[config.mk]
export PLATFORM = sky130hd
export DESIGN_NAME = conv_stream_param
export DESIGN_NICKNAME = d
export VERILOG_FILES = /design/src/rtl/conv_stream_param.sv
export SDC_FILE = /design/constraint.sdc
export NUM_CORES = 1
export LEC_CHECK = 0
export BUFFER_PORTS_ARGS = -buffer_cell sky130_fd_sc_hd__clkbuf_2
export CORE_MARGIN = 5
export CORE_UTILIZATION = 50
export CTS_CLUSTER_SIZE = 28
export DETAILED_ROUTE_END_ITERATION = 10
export PLACE_DENSITY = 0.67
export SLEW_MARGIN = 20
export SYNTH_ARGS = -nofsm -noshare
export SYNTH_HDL_FRONTEND = slang
export SYNTH_SLANG_ARGS = --single-unit
[constraint.sdc]
create_clock -name clk -period 6.1 [get_ports clk]
set_clock_uncertainty 0.15 [all_clocks]
set_input_delay 0.305 -clock clk [delete_from_list [all_inputs] [get_ports clk]]
set_output_delay 0.305 -clock clk [all_outputs]
set_load 0.02 [all_outputs]
[src/rtl/conv_stream_param.sv]
// Streaming valid-mode convolver: loads N x samples and M taps, then streams N-M+1 sums.
// Optional macro CONV_STREAM_RELU_EN clamps negative results to zero before output.
module conv_stream_param #(
    parameter int W  = 8,
    parameter int N  = 8,
    parameter int M  = 4,
    parameter int OW = 2*W + $clog2(M)
) (
    input  logic          clk,
    input  logic          reset,
    input  logic [W-1:0]  s_data_in_x,
    input  logic          s_valid_x,
    output logic          s_ready_x,
    input  logic [W-1:0]  s_data_in_f,
    input  logic          s_valid_f,
    output logic          s_ready_f,
    output logic [OW-1:0] m_data_out_y,
    output logic          m_valid_y,
    input  logic          m_ready_y
);

    localparam int XAW = (N > 1) ? $clog2(N) : 1;
    localparam int FAW = (M > 1) ? $clog2(M) : 1;
    localparam int XCW = $clog2(N + 1);
    localparam int FCW = $clog2(M + 1);

    typedef enum logic [1:0] {LOAD, COMPUTE, OUTPUT} state_t;

    state_t                state_q;
    logic [XCW-1:0]        xCnt_q, xCnt_d;
    logic [FCW-1:0]        fCnt_q, fCnt_d;
    logic [XCW-1:0]        outIdx_q;
    logic [FCW-1:0]        rdCnt_q;
    logic [FCW-1:0]        accCnt_q;
    logic                  rdValid_q;
    logic signed [OW-1:0]  acc_q;
    logic signed [OW-1:0]  mData_q;
    logic                  mValid_q;
    logic                  sReadyX_q;
    logic                  sReadyF_q;

    logic signed [W-1:0]   xRam [N];
    logic signed [W-1:0]   fRam [M];
    logic signed [W-1:0]   xRd_q;
    logic signed [W-1:0]   fRd_q;

    logic                  xAccept, fAccept, issue, lastTap;
    logic [XAW-1:0]        xRdAddr;
    logic [FAW-1:0]        fRdAddr;
    logic signed [2*W-1:0] prod;
    logic signed [OW-1:0]  prodExt;
    logic signed [OW-1:0]  sum_d;
    logic signed [OW-1:0]  result_d;

    assign s_ready_x    = sReadyX_q;
    assign s_ready_f    = sReadyF_q;
    assign m_valid_y    = mValid_q;
    assign m_data_out_y = mData_q;

    // The ready flags are only ever high in LOAD, so a handshake implies a write slot.
    always_comb begin
        xAccept  = s_valid_x && sReadyX_q;
        fAccept  = s_valid_f && sReadyF_q;
        xCnt_d   = xCnt_q + XCW'(xAccept);
        fCnt_d   = fCnt_q + FCW'(fAccept);
        issue    = (state_q == COMPUTE) && (rdCnt_q != FCW'(M));
        lastTap  = (accCnt_q == FCW'(M - 1));
        xRdAddr  = XAW'(outIdx_q + XCW'(rdCnt_q));
        fRdAddr  = rdCnt_q[FAW-1:0];
        prod     = xRd_q * fRd_q;
        prodExt  = prod;
        sum_d    = acc_q + prodExt;
`ifdef CONV_STREAM_RELU_EN
        result_d = sum_d[OW-1] ? '0 : sum_d;
`else
        result_d = sum_d;
`endif
    end

    always_ff @(posedge clk) begin
        if (xAccept) xRam[xCnt_q[XAW-1:0]] <= s_data_in_x;
        if (fAccept) fRam[fCnt_q[FAW-1:0]] <= s_data_in_f;
        if (issue) begin
            xRd_q <= xRam[xRdAddr];
            fRd_q <= fRam[fRdAddr];
        end
    end

    // Reads are issued one tap per cycle; rdValid_q marks the pair arriving a cycle later.
    always_ff @(posedge clk) begin
        if (reset) begin
            state_q   <= LOAD;
            xCnt_q    <= '0;
            fCnt_q    <= '0;
            outIdx_q  <= '0;
            rdCnt_q   <= '0;
            accCnt_q  <= '0;
            rdValid_q <= 1'b0;
            acc_q     <= '0;
            mData_q   <= '0;
            mValid_q  <= 1'b0;
            sReadyX_q <= 1'b0;
            sReadyF_q <= 1'b0;
        end else begin
            case (state_q)
                LOAD: begin
                    xCnt_q    <= xCnt_d;
                    fCnt_q    <= fCnt_d;
                    sReadyX_q <= (xCnt_d != XCW'(N));
                    sReadyF_q <= (fCnt_d != FCW'(M));
                    if ((xCnt_d == XCW'(N)) && (fCnt_d == FCW'(M))) begin
                        state_q   <= COMPUTE;
                        rdCnt_q   <= '0;
                        accCnt_q  <= '0;
                        acc_q     <= '0;
                        rdValid_q <= 1'b0;
                    end
                end
                COMPUTE: begin
                    rdValid_q <= issue;
                    if (issue) rdCnt_q <= rdCnt_q + 1'b1;
                    if (rdValid_q) begin
                        acc_q    <= sum_d;
                        accCnt_q <= accCnt_q + 1'b1;
                        if (lastTap) begin
                            mData_q  <= result_d;
                            mValid_q <= 1'b1;
                            state_q  <= OUTPUT;
                        end
                    end
                end
                OUTPUT: begin
                    if (m_ready_y) begin
                        mValid_q <= 1'b0;
                        if (outIdx_q != XCW'(N - M)) begin
                            outIdx_q <= outIdx_q + 1'b1;
                            rdCnt_q  <= '0;
                            accCnt_q <= '0;
                            acc_q    <= '0;
                            state_q  <= COMPUTE;
                        end else begin
                            outIdx_q  <= '0;
                            xCnt_q    <= '0;
                            fCnt_q    <= '0;
                            sReadyX_q <= 1'b1;
                            sReadyF_q <= 1'b1;
                            state_q   <= LOAD;
                        end
                    end
                end
                default: state_q <= LOAD;
            endcase
        end
    end

endmodule

== Word-level counts from Yosys, hierarchy flattened ==
Memories as Yosys holds them, arrays and structs flattened. A register that Yosys moved wholly into a read port is not among the register bits.
Index checks and enable logic that the tools add are counted.

* Register bits after elaboration: 59
* RAM bits: 96
* Input port bits: 21
* Word-level logic and storage cells: 94
* Memories: 2

* Add/sub/neg operators: 7
* Multipliers: 1
* Equality and inequality tests: 16
* Mux-type cells: 39
* Reduce and logical (&&, ||, !) cells: 17

{| class="wikitable"
|+ Memory list
! name !! words !! width !! rd ports !! clocked after Yosys merged registers in !! wr ports !! RTL line !! RTL
|-
| xRam || 8 || 8 || 1 || 1 || 1 || 42 || <nowiki>logic signed [W-1:0] xRam [N];</nowiki>
|-
| fRam || 4 || 8 || 1 || 1 || 1 || 43 || <nowiki>logic signed [W-1:0] fRam [M];</nowiki>
|}

{| class="wikitable"
|+ Operator list
! operator !! count
|-
| $mux 18 || 4
|-
| $pmux 18 s3 || 1
|-
| $mux 3 || 7
|-
| $add 18x16->18 || 1
|-
| $pmux 3 s3 || 2
|-
| $mul 8x8->16 || 1
|-
| $ne 2x2->1 const B || 7
|-
| $mux 4 || 3
|-
| $mux 1 || 11
|-
| $reduce_and 5->1 || 2
|-
| $mux 2 || 4
|-
| $pmux 1 s2 || 4
|-
| $pmux 4 s2 || 1
|-
| $reduce_and 4->1 || 2
|-
| $add 3x1->3 const B || 2
|-
| $ne 3x3->1 const B || 2
|-
| $pmux 2 s3 || 1
|-
| $pmux 3 s2 || 1
|-
| $reduce_and 3->1 || 2
|-
| $reduce_bool 2->1 || 3
|-
| $add 4x1->4 || 1
|-
| $add 4x1->4 const B || 1
|-
| $eq 4x4->1 const B || 1
|-
| $logic_and 1x1->1 || 4
|-
| other kinds (11) || 12
|}

== Longest topological paths before layout ==
Gate-level depths: netlist of the first run.

* Depth in word-level cells: 6
* Depth in mapped cells: 19
* Depth with buffers taken out: 18

== Worst setup path before layout of the first run ==
No wires, ideal clock.

* Path kind: flip-flop to flip-flop
* Start point: reg fRd_q[0], read port of fRam
* End point: reg acc_q[10]
* Setup time: 0.117 ns
* Arrival time: 4.933 ns
* Data required time: 5.833 ns
* Slack: 0.899 ns
* Stages on the path, launching flop included: 15
* Path buffers: 0
* Cells stage by stage: edfxtp_1 and2_1 inv_1 fa_1 inv_1 fa_1 fa_1 fa_1 fa_1 ha_1 o21a_1 o31a_1 o21ai_0 or3b_2 a32o_1

* Word-level cells in the longest chain between the ends: 4

{| class="wikitable"
|+ Ends and longest elaborated chain
! item !! RTL line !! RTL
|-
| start, declared || 45 || <nowiki>logic signed [W-1:0] fRd_q;</nowiki>
|-
| $mul 8x8->16 || 70 || <nowiki>prod = xRd_q * fRd_q;</nowiki>
|-
| $add 18x16->18 || 72 || <nowiki>sum_d = acc_q + prodExt;</nowiki>
|-
| $mux 18 || 122 || <nowiki>if (rdValid_q) begin</nowiki>
|-
| $pmux 18 s3 || 105 || <nowiki>case (state_q)</nowiki>
|-
| end signal, assigned || 123 || <nowiki>acc_q <= sum_d;</nowiki>
|-
| end, declared || 36 || <nowiki>logic signed [OW-1:0] acc_q;</nowiki>
|}

Every way passes these cells. The select of a mux whose other input is x is not followed.
A chain may end at the register's enable or synchronous reset.

== Worst setup path in the final report of the first run ==
* Start point: reg fRd_q[1], read port of fRam
* End point: reg mData_q[16], in the netlist m_data_out_y[16]

* Word-level cells in the longest chain between the ends: 2

{| class="wikitable"
|+ Ends and longest elaborated chain
! item !! RTL line !! RTL
|-
| $mul 8x8->16 || 70 ||
|-
| $add 18x16->18 || 72 ||
|-
| end signal, assigned || 126 || <nowiki>mData_q <= result_d;</nowiki>
|-
| end, declared || 37 || <nowiki>logic signed [OW-1:0] mData_q;</nowiki>
|}

Every way passes these cells.

==> results of run 1 <==
how the worst min path moves through the flow:
| stage | startpoint | to | slack (ps) | depth (start not counted) |
|---|---|---|---|---|
| floorplan | s_data_in_f[0] | fRam[0][0] | 250 | 0 |
| global placement | m_data_out_y[2] | m_data_out_y[2] | 290 | 2 |
| detailed placement | m_data_out_y[13] | m_data_out_y[13] | 300 | 2 |
| CTS | s_data_in_x[7] | xRam[2][7] | 7 | 1 |
| global route | s_data_in_x[7] | xRam[0][7] | 20 | 1 |
| finish | s_data_in_x[7] | xRam[2][7] | 20 | 1 |
metal layers:
metal,GRT usage (%),part of all wire (%),vias to the layer above
met3,3.36,3.7,15
li1,-,-,2778
met2,32.1,51,108
met4,3.93,1.0,0
met5,0,0,-
met1,24.7,44,2957
flip-flops by register name, indices dropped and copies added (netlist names), 2 cells and up:
| register | count |
|---|---|
| rdCnt_q | 3 |
| outIdx_q | 4 |
| fRam | 32 |
| acc_q | 18 |
| xRam | 64 |
| accCnt_q | 3 |
| fRd_q | 8 |
| fCnt_q | 3 |
| m_data_out_y | 18 |
| state_q | 2 |
| xCnt_q | 4 |
| xRd_q | 8 |
layout by cell type (no fill, tap or decap), drive strengths merged, types with 3 or more instances in the layout:
cell type    count
mux4            24
fa              81
nand2           63
a211oi           5
nor3             9
a22o            16
dfxtp           59
clkbuf          58
a21oi           31
mux2             9
nor2            33
dlygate4sd3     15
and3             3
nand3            7
nor2b            6
o31a             3
and2            34
xor2             5
edfxtp         112
nor3b            4
ha              53
buf              8
clkinv           7
or3              3
inv            111
a21o             7
nand2b           3
xnor2           18
a22oi            6
o21ai           12
a31oi            3
per-stage QoR:
stage	utilization, %	instance area (sq um)
6_report	57.2	11100
5_1_grt	57.2	11100
4_1_cts	57.2	11100
3_5_place_dp	53.1	10300
3_3_place_gp	53.1	10300
2_1_floorplan	-	9810
power by group through the flow:
stage	registers [mW]	logic (mW)	clock network, mW
2_1_floorplan	1.27	0.0283	0
4_1_cts	1.25	0.0619	1.17
3_3_place_gp	1.27	0.0517	0
5_1_grt	1.25	0.0672	1.22
6_report	1.25	0.0611	1.15
3_5_place_dp	1.27	0.0539	0
critical path, stage by stage, from the launching register on:
cell	delay (ps)
edfxtp_1	520
and2_1	530
fa_1	540
fa_1	510
inv_1	50
fa_1	520
inv_1	50
fa_1	430
ha_1	290
ha_1	340
o21a_1	140
o31a_1	230
o221ai_1	170
a31o_2	250
or4_1	390
nand3_1	80
logic make-up (layout without fill, tap and decap cells):
group | Yosys count | after routing | synth area share, %
AOI/OAI and AO/OA | 101 | 101 | 7.10
xor gates and xnor gates | 23 | 23 | 2.13
adders and majority gates | 134 | 134 | 23.3
buffers and inverters | 124 | 199 | 5.05
DFF | 171 | 171 | 46.3
muxes | 35 | 35 | 6.75
and+or+nand+nor | 178 | 178 | 9.36
final cells by class:
class                      count  share of cell area [%]
timing repair buffer          64                    3.74
multi-input combinational    471                    43.0
clock buffer                  17                    3.83
sequential                   171                    41.0
tap                          265                    2.99
inverter                     103                    3.48
clock inverter                15                    1.98
what timing repair did:
item / 4_1_cts / 5_1_grt
endpoints found under the setup margin: 0 / 0
resized for setup: 0 / 0
endpoints found under the hold margin: 85 / 0
hold buffers: 15 / 0
==> impl_results.md, run 1 <==
- Outcome: complete, no violations
- Hold WC Path Type: in2reg
- Post-CTS setup buffers: 0
- Worst setup EP type: flip-flop
- Die ar.: 22500 sq um
- Synth Cell Area: 9810 sq um
- Vias in the first global route: 6288
- Antenna viol nets, final: 0
- Mapped Avg Cell Area: 12.8 sq um
- Post-Syn Nets: 921
- DR vias: 5858
- Critical path arrival: 5480 ps
- Crit path max fanout: 10
- Flop-to-flop setup slack: 840 ps
- Die X-Extent: 150 um
- Nets: 983
- Non-filler cells, final: 1106
- R2R depth: 15
- Slew Limit Fails: 0
- Yosys top cell area share: 34.3%
- Drt total wl: 19.4 mm
- RSZ-0062 raised after global routing: false
- Drt pass-1 iters: 5
- Sw Ratio: 24.9%
- Gr usage total: 18.6%
- Root Driver: clkbuf_16
- CP startpoint kind: flip-flop
- Place WS: 872 ps
- Peak supply drop: 192 uV
- Area leader, netlist: edfxtp_1
- CTS tree: done
- Synth area leaders: edfxtp_1 34%, fa_1 17%, dfxtp_1 12%
- Multi-input logic area: 4770 sq um
- Initial antenna violation count: 0
- Share of cells above drive strength 1: 15.2%
- CTS clk-pin slew, worst paths: 80 ps
- Post-synthesis sequential area ratio: 46.3%
- Setup violations, final: 0
- Top cells by instance count after synthesis: 112 x edfxtp_1, 103 x inv_1, 81 x fa_1, 63 x nand2_1, 59 x dfxtp_1
- Part of the power in combinational logic: 2.5%
- Capturing point of the worst reg2reg path: m_data_out_y[16]
- 1st-iter DRT viols: 296
- Share of power burned in the clock network: 46.8%
- Syn Inst Count: 766
- Final worst slack: 835 ps
- P_leak: 4.50 nW
- Setup CP Type: reg2reg
- H-tree levels: 4
- Clk sinks: 171
- Initial cell density of the core: 50.6%
- TNS Setup: 0 ps
- PortBufs: 41
- Inserted Clock Buffers: 17
- Max_cap viols: 0
- GP Congestion: 0.834
- Post-synth EDFFs: 112
- DP HPWL: 14.2 mm
- Crit path capture: m_data_out_y[16]
- Fmax: 190 MHz
- I/O pins: 42
- Vias per cell: 5.30
- Total power: 2.46 mW
- Placed cell count: 1059
- NetSw: 612 uW
- First-pass GRT wire length: 32.3 mm
- DRC viols: 0
- Worst Max-Slew Pin Slew: 965 ps
- Max-slew headroom: 35.7%
- #FFs+latches synth: 171
- Most common cell in the netlist: edfxtp_1
- Core area: 19400 sq um
- Row cnt: 51
- # diodes: 0
- Clk buf depth: 2
- Reg area: 4540 sq um
- Synth Flop Type: edfxtp_1
- Netlist cell types: 64
- Reg2reg start: fRd_q[1]
- Crit path time final: 5260 ps
- Hold Slack: 18.4 ps
- Internal cell power: 1.85 mW
- Reg power frac: 50.8%
- Tcrit/Tclk final: 86.3%
- Die Height: 150 um
- CP startpoint: fRd_q[1]
- Gr ovfl total: 0
- P&R area growth vs syn: 13.1%
- WP data required: 6320 ps
- Power Dens Cells: 221 nW/um^2
- Final hold vios: 0
- FILL cells: 1579
- Largest net degree at the start of global routing: 48
- DR WL/cell: 17.5 um
- Worst-skew pair later-pin latency: 440 ps
- Warnings from Yosys: 0
- Asr flop ratio synth: 0%
(Power assumes the default switching activity.)
==> run 2: changes to the inputs <==
--- a/config.mk
+++ b/config.mk
@@ -5,12 +5,14 @@
 export SDC_FILE = /design/constraint.sdc
 export NUM_CORES = 1
 export LEC_CHECK = 0
+export ABC_AREA = 1
 export BUFFER_PORTS_ARGS = -buffer_cell sky130_fd_sc_hd__clkbuf_2
 export CORE_MARGIN = 5
 export CORE_UTILIZATION = 50
 export CTS_CLUSTER_SIZE = 28
 export DETAILED_ROUTE_END_ITERATION = 10
 export PLACE_DENSITY = 0.67
+export REMOVE_ABC_BUFFERS = 1
 export SLEW_MARGIN = 20
 export SYNTH_ARGS = -nofsm -noshare
 export SYNTH_HDL_FRONTEND = slang
==> impl_results.md, run 2 <==
- Outcome: complete, no violations
- Reg area: 4540 sq um
- Nets: 1270
- Die Height: 154 um
- FILL cells: 1781
- Crit-path max cell delay: 510 ps
- Total power: 4.38 mW
- #FFs+latches synth: 171
- Core area: 20200 sq um
- Initial antenna violation count: 0
- DRC viols: 0
- Synth Flop Type: edfxtp_1
- XOR/XNOR share of the synthesized area: 1.26%
- 1st-iter DRT viols: 280
- WP data required: 6300 ps
- Most used cell, CP: fa_1
- Commonest cells after routing, fill and taps aside: 205 x inv_1, 185 x nand2_1, 112 x edfxtp_1
- TNS Setup: 0 ps
- Largest net degree at the start of global routing: 57
- PortBufs: 41
- Multi-input logic area: 4790 sq um
- Max-slew headroom: 34.0%
- Reg power frac: 29.8%
- Adder-cell share of the synthesized area: 22.2%
- Post-CTS setup buffers: 0
- Synth Cell Area: 10300 sq um
- Share of cells above drive strength 1: 8.60%
- NetSw: 1.74 mW
- Critical path arrival: 5270 ps
- Most common cell in the netlist: inv_1
- Final hold vios: 0
- First-pass GRT wire length: 33.8 mm
- Share of power burned in the clock network: 24.9%
- Die X-Extent: 154 um
- Crit path max fanout: 10
- Syn Inst Count: 1078
- Worst path bufs/invs: 3
- Worst-skew pair later-pin latency: 430 ps
- RSZ-0062 raised after global routing: false
- Compound-Gate Fraction of Synth Area: 9.14%
- Mapped Avg Cell Area: 9.56 sq um
- Gr ovfl total: 0
- CTS clk-pin slew, worst paths: 70 ps
- Fmax: 197 MHz
- GP Congestion: 0.874
- Area leader, netlist: edfxtp_1
- CTS tree: done
- Gr usage total: 17.4%
- Largest family of logic cells by synthesized area: adder cells
- Worst Max-Slew Pin Slew: 988 ps
- Top delay family on crit path: adder cells
- CP cell instances: nand2_1 -> inv_1 -> fa_1 -> inv_1 -> fa_1 -> inv_1 -> fa_1 -> fa_1 -> ha_1 -> ha_1 -> nand2_1 -> nor2_1 -> nand3_1 -> nand3b_1 -> xor2_1 -> nand2_1 -> a21oi_1
- Top cells by instance count after synthesis: 205 x inv_1, 185 x nand2_1, 112 x edfxtp_1, 93 x nor2_1, 81 x fa_1
- Commonest non-fill, non-tap cell in the layout: inv_1
- Worst setup EP type: flip-flop
- Asr flop ratio synth: 0%
- Mux share of post-synthesis cell area: 0.777%
- # diodes: 0
- Netlist cell types: 39
- Internal cell power: 2.64 mW
- Yosys top cell area share: 32.6%
- H-tree levels: 4
- CP startpoint kind: flip-flop
- Drt total wl: 19.5 mm
- P&R area growth vs syn: 10.7%
- Drt pass-1 iters: 4
- Die ar.: 23600 sq um
- Inserted Clock Buffers: 17
- Power Dens Cells: 384 nW/um^2
- Sw Ratio: 39.7%
- Tcrit/Tclk final: 83.0%
- Vias per cell: 4.92
- Warnings from Yosys: 0
- Part of the power in combinational logic: 45.3%
- Critical path's slowest cell: fa_1
- Setup CP Type: reg2reg
- Max_cap viols: 0
- Clk sinks: 171
- DR WL/cell: 13.9 um
- Largest register FFs: 64
- DR vias: 6878
- Row cnt: 52
- I/O pins: 42
- Initial cell density of the core: 50.9%
- Root Driver: clkbuf_16
- Setup violations, final: 0
- Post-synthesis sequential area ratio: 44.1%
- Peak supply drop: 212 uV
- Synth area leaders: edfxtp_1 33%, fa_1 16%, dfxtp_1 11%
- DP HPWL: 15.0 mm
- Simple-gate share of the synthesized area: 13.1%
- Crit path time final: 5060 ps
- Post-synth EDFFs: 112
- Hold WC Path Type: in2reg
- P_leak: 5.19 nW
- Slew Limit Fails: 0
- Clk buf depth: 2
- Vias in the first global route: 6989
- Antenna viol nets, final: 0
==> run 2: cell types whose count changed in the layout (fill, tap and decap cells not counted), moves of 8 or more <==
cell and delta:
nand3_1 +20, a21oi_1 +34, a22o_1 -16, nand2_1 +122, o22ai_1 +8, o21ai_0 +53
and2_1 -32, o211ai_1 +9, xnor2_1 -12, nor2_1 +61, mux2_2 -9, inv_1 +102
mux4_2 -24
==> run 2: cell type report <==
class	instances	area share, %
clock buffer	19	3.79
clock inverter	13	1.40
inverter	209	6.87
sequential	171	39.8
tap	270	2.96
timing repair buffer	59	3.18
multi-input combinational	657	42.0
==> run 2: what timing repair did <==
| action | in CTS | in global routing |
|---|---|---|
| gates resized for setup | 0 | 0 |
| endpoints found under the hold margin | 38 | 0 |
| hold buffers | 9 | 0 |
==> run 2: worst paths after layout <==
path	from	endpoint	slack, ps	cells after the start
worst min-delay path	s_data_in_x[3]	xRam[6][3]	10	1
worst min register to register	acc_q[5]	acc_q[5]	310	2
worst max-delay path	xRd_q[7]	acc_q[13]	1040	17
worst max register to register	xRd_q[7]	acc_q[13]	1040	17
==> run 2: logic make-up (layout without fill, tap and decap cells) <==
logic type	count (synthesis)	count (layout)
AND/OR/NAND/NOR	330	330
buffers and inverters	250	300
AO/OA/AOI/OAI	171	171
flip-flops	171	171
adder cells (fa/ha/maj)	134	134
XOR/XNOR	14	14
multiplexers	8	8
==> run 2: power groups by stage <==
stage / Combinational [mW] / Sequential [mW] / Clock (mW)
6_report: 1.98 / 1.31 / 1.09
5_1_grt: 2.31 / 1.31 / 1.17
4_1_cts: 1.99 / 1.31 / 1.12
3_5_place_dp: 1.95 / 1.33 / 0
3_3_place_gp: 1.93 / 1.33 / 0
2_1_floorplan: 1.52 / 1.32 / 0
==> run 2: layer usage <==
layer / track usage (%) / wire length (um)
met5: 0 / 0
met4: 4.46 / 246
met3: 3.34 / 604
met2: 30.5 / 9740
met1: 22.4 / 8890
==> run 2: per-stage QoR <==
stage | instance area (sq um) | instances | utilization (%) | hold slack, ps | worst slack, ps
after floorplan | 10100 | 1037 | - | 224 | 1450
after global placement | 10700 | 1357 | 53.0 | 298 | 1130
after detailed placement | 10700 | 1357 | 53.0 | 307 | 1050
after CTS | 11400 | 1398 | 56.4 | 3.46 | 1030
after global routing | 11400 | 1398 | 56.4 | 14.4 | 658
final | 11400 | 1398 | 56.4 | 12.3 | 1040
==> run 3: changes to the inputs <==
--- a/config.mk
+++ b/config.mk
@@ -5,7 +5,7 @@
 export SDC_FILE = /design/constraint.sdc
 export NUM_CORES = 1
 export LEC_CHECK = 0
-export ABC_AREA = 1
+export ABC_AREA = 0
 export BUFFER_PORTS_ARGS = -buffer_cell sky130_fd_sc_hd__clkbuf_2
 export CORE_MARGIN = 5
 export CORE_UTILIZATION = 50
==> constraint.sdc (replaced) <==
create_clock -name clk -period 5.2 [get_ports clk]
set_clock_uncertainty 0.15 [all_clocks]
set_input_delay 0.26 -clock clk [delete_from_list [all_inputs] [get_ports clk]]
set_output_delay 0.26 -clock clk [all_outputs]
set_load 0.02 [all_outputs]
==> impl_results.md, run 3 (synthesis gave the netlist of run 1 again) <==
- Outcome: complete, no violations
- Part of the power in combinational logic: 2.6%
- Clk sinks: 171
- Worst setup EP type: flip-flop
- Largest net degree at the start of global routing: 48
- DP HPWL: 14.3 mm
- DR WL/cell: 17.1 um
- Placed cell area: 10300 sq um
- Critical path arrival: 5280 ps
- Reg2reg start: fRd_q[2]
- Capturing point of the worst reg2reg path: m_data_out_y[16]
- Initial antenna violation count: 0
- DR vias: 5912
- I/O pins: 42
- Share of cells above drive strength 1: 17.7%
- Final hold vios: 0
- Sw Ratio: 20.5%
- Die X-Extent: 150 um
- Drt total wl: 19.1 mm
- Commonest non-fill, non-tap cell in the layout: edfxtp_1
- Crit path time final: 5060 ps
- Die ar.: 22500 sq um
- Max_cap viols: 0
- Min-Delay Startpoint: m_ready_y
- Final instance area: 11200 sq um
- CP startpoint kind: flip-flop
- Fmax: 197 MHz
- Final worst slack: 136 ps
- Die Height: 150 um
- PortBufs: 41
- Max-slew headroom: 34.6%
- 1st-iter DRT viols: 335
- Largest register FFs: 64
- Row cnt: 51
- R2R depth: 15
- Hold Path Depth: 4
- Slew Limit Fails: 0
- GP Congestion: 0.872
- Gr usage total: 18.2%
- Share of power burned in the clock network: 44.4%
- Commonest cells after routing, fill and taps aside: 112 x edfxtp_1, 103 x inv_1, 80 x fa_1
- Initial cell density of the core: 50.6%
- # diodes: 0
- Placed cell count: 1058
- Core area: 19400 sq um
- Flop-to-flop setup slack: 140 ps
- CTS clk-pin slew, worst paths: 70 ps
- Place WS: 94.0 ps
- Power Dens Cells: 247 nW/um^2
- WP data required: 5410 ps
- Gr ovfl total: 0
- Clk buf depth: 2
- Hold endpoint: state_q[1]
- Worst-skew pair later-pin latency: 420 ps
- Worst Max-Slew Pin Slew: 978 ps
- First-pass GRT wire length: 31.7 mm
- FILL cells: 1578
- Setup violations, final: 0
- Inserted Clock Buffers: 17
- Non-filler cells, final: 1117
- NetSw: 566 uW
- Vias in the first global route: 6219
- Drt pass-1 iters: 4
- Crit path max fanout: 8
- P_leak: 4.53 nW
- TNS Setup: 0 ps
- H-tree levels: 4
- Peak supply drop: 249 uV
- Internal cell power: 2.20 mW
- Root Driver: clkbuf_16
- Tcrit/Tclk final: 97.4%
- Setup CP Type: reg2reg
- Hold WC Path Type: in2reg
- CTS tree: done
- P&R area growth vs syn: 14.2%
- Reg power frac: 53.0%
- Vias per cell: 5.29
- Nets: 994
- Antenna viol nets, final: 0
- DRC viols: 0
run 3: changes by cell type in the layout (fill, tap and decap cells not counted), sizes merged, moves of 33 or more:
cell | before | now
o21ai | 68 | 12
nor2 | 93 | 33
a21oi | 64 | 31
nand2 | 188 | 63
inv | 213 | 106
and2 | 1 | 34
run 3: area by class of cell:
| cell class | instances | area, sq um | share of cell area, % |
|---|---|---|---|
| Tap cell | 265 | 332 | 2.96 |
| Multi-Input combinational cell | 471 | 4870 | 43.4 |
| Timing Repair Buffer | 75 | 500 | 4.47 |
| Clock inverter | 14 | 146 | 1.31 |
| Clock buffer | 18 | 429 | 3.83 |
| Inverter | 103 | 387 | 3.45 |
| Sequential cell | 171 | 4540 | 40.6 |
run 3: worst max-delay path by stage:
stage | from | endpoint | slack (ps) | cells past startpoint
floorplan | fRd_q[0] | acc_q[10] | -0.7 | 14
global placement | xRd_q[7] | acc_q[15] | 140 | 16
detailed placement | xRd_q[7] | m_data_out_y[17] | 90 | 16
CTS | xRd_q[7] | m_data_out_y[17] | 70 | 16
global route | fRd_q[2] | m_data_out_y[16] | -4 | 15
finish | fRd_q[2] | m_data_out_y[16] | 140 | 15
run 3: what timing repair did:
| item | in CTS | in global routing |
|---|---|---|
| hold buffers | 16 | 0 |
| setup buffers | 0 | 11 |
| endpoints found under the setup margin | 0 | 13 |
| resized for setup | 0 | 15 |
| endpoints found under the hold margin | 96 | 0 |
run 3: per-stage QoR:
stage                     power, mW  hold slack (ps)  utilization, %
after global routing           2.86              118            57.8
after global placement         1.55              299            53.1
after CTS                      2.79             92.1            56.9
after detailed placement       1.56              307            53.1
final                          2.76              110            57.8
after floorplan                1.52              179               -
run 3: power by group through the flow:
| stage | clock network, mW | registers, mW | logic [mW] |
|---|---|---|---|
| floorplan | 0 | 1.49 | 0.0278 |
| global placement | 0 | 1.49 | 0.0583 |
| detailed placement | 0 | 1.49 | 0.0612 |
| CTS | 1.26 | 1.46 | 0.0709 |
| global route | 1.32 | 1.47 | 0.0773 |
| finish | 1.23 | 1.47 | 0.0707 |
run 3: worst max-delay path: stages (launching register included):
cell      delay (ps)
edfxtp_1         510
and2_4           220
fa_1             540
inv_1             60
fa_1             530
inv_1             50
fa_1             460
fa_1             510
fa_1             450
ha_4             310
o21a_1           100
o31a_1           250
o221ai_2         150
a31o_2           240
or4_1            400
nand3_1           80
run 3: per-layer routing:
metal | up-vias | wire, um | track usage [%]
met4 | 0 | 232 | 4.80
met2 | 104 | 10100 | 31.4
met1 | 2977 | 8130 | 23.4
met3 | 27 | 648 | 3.76
met5 | - | 0 | 0
li1 | 2804 | - | -
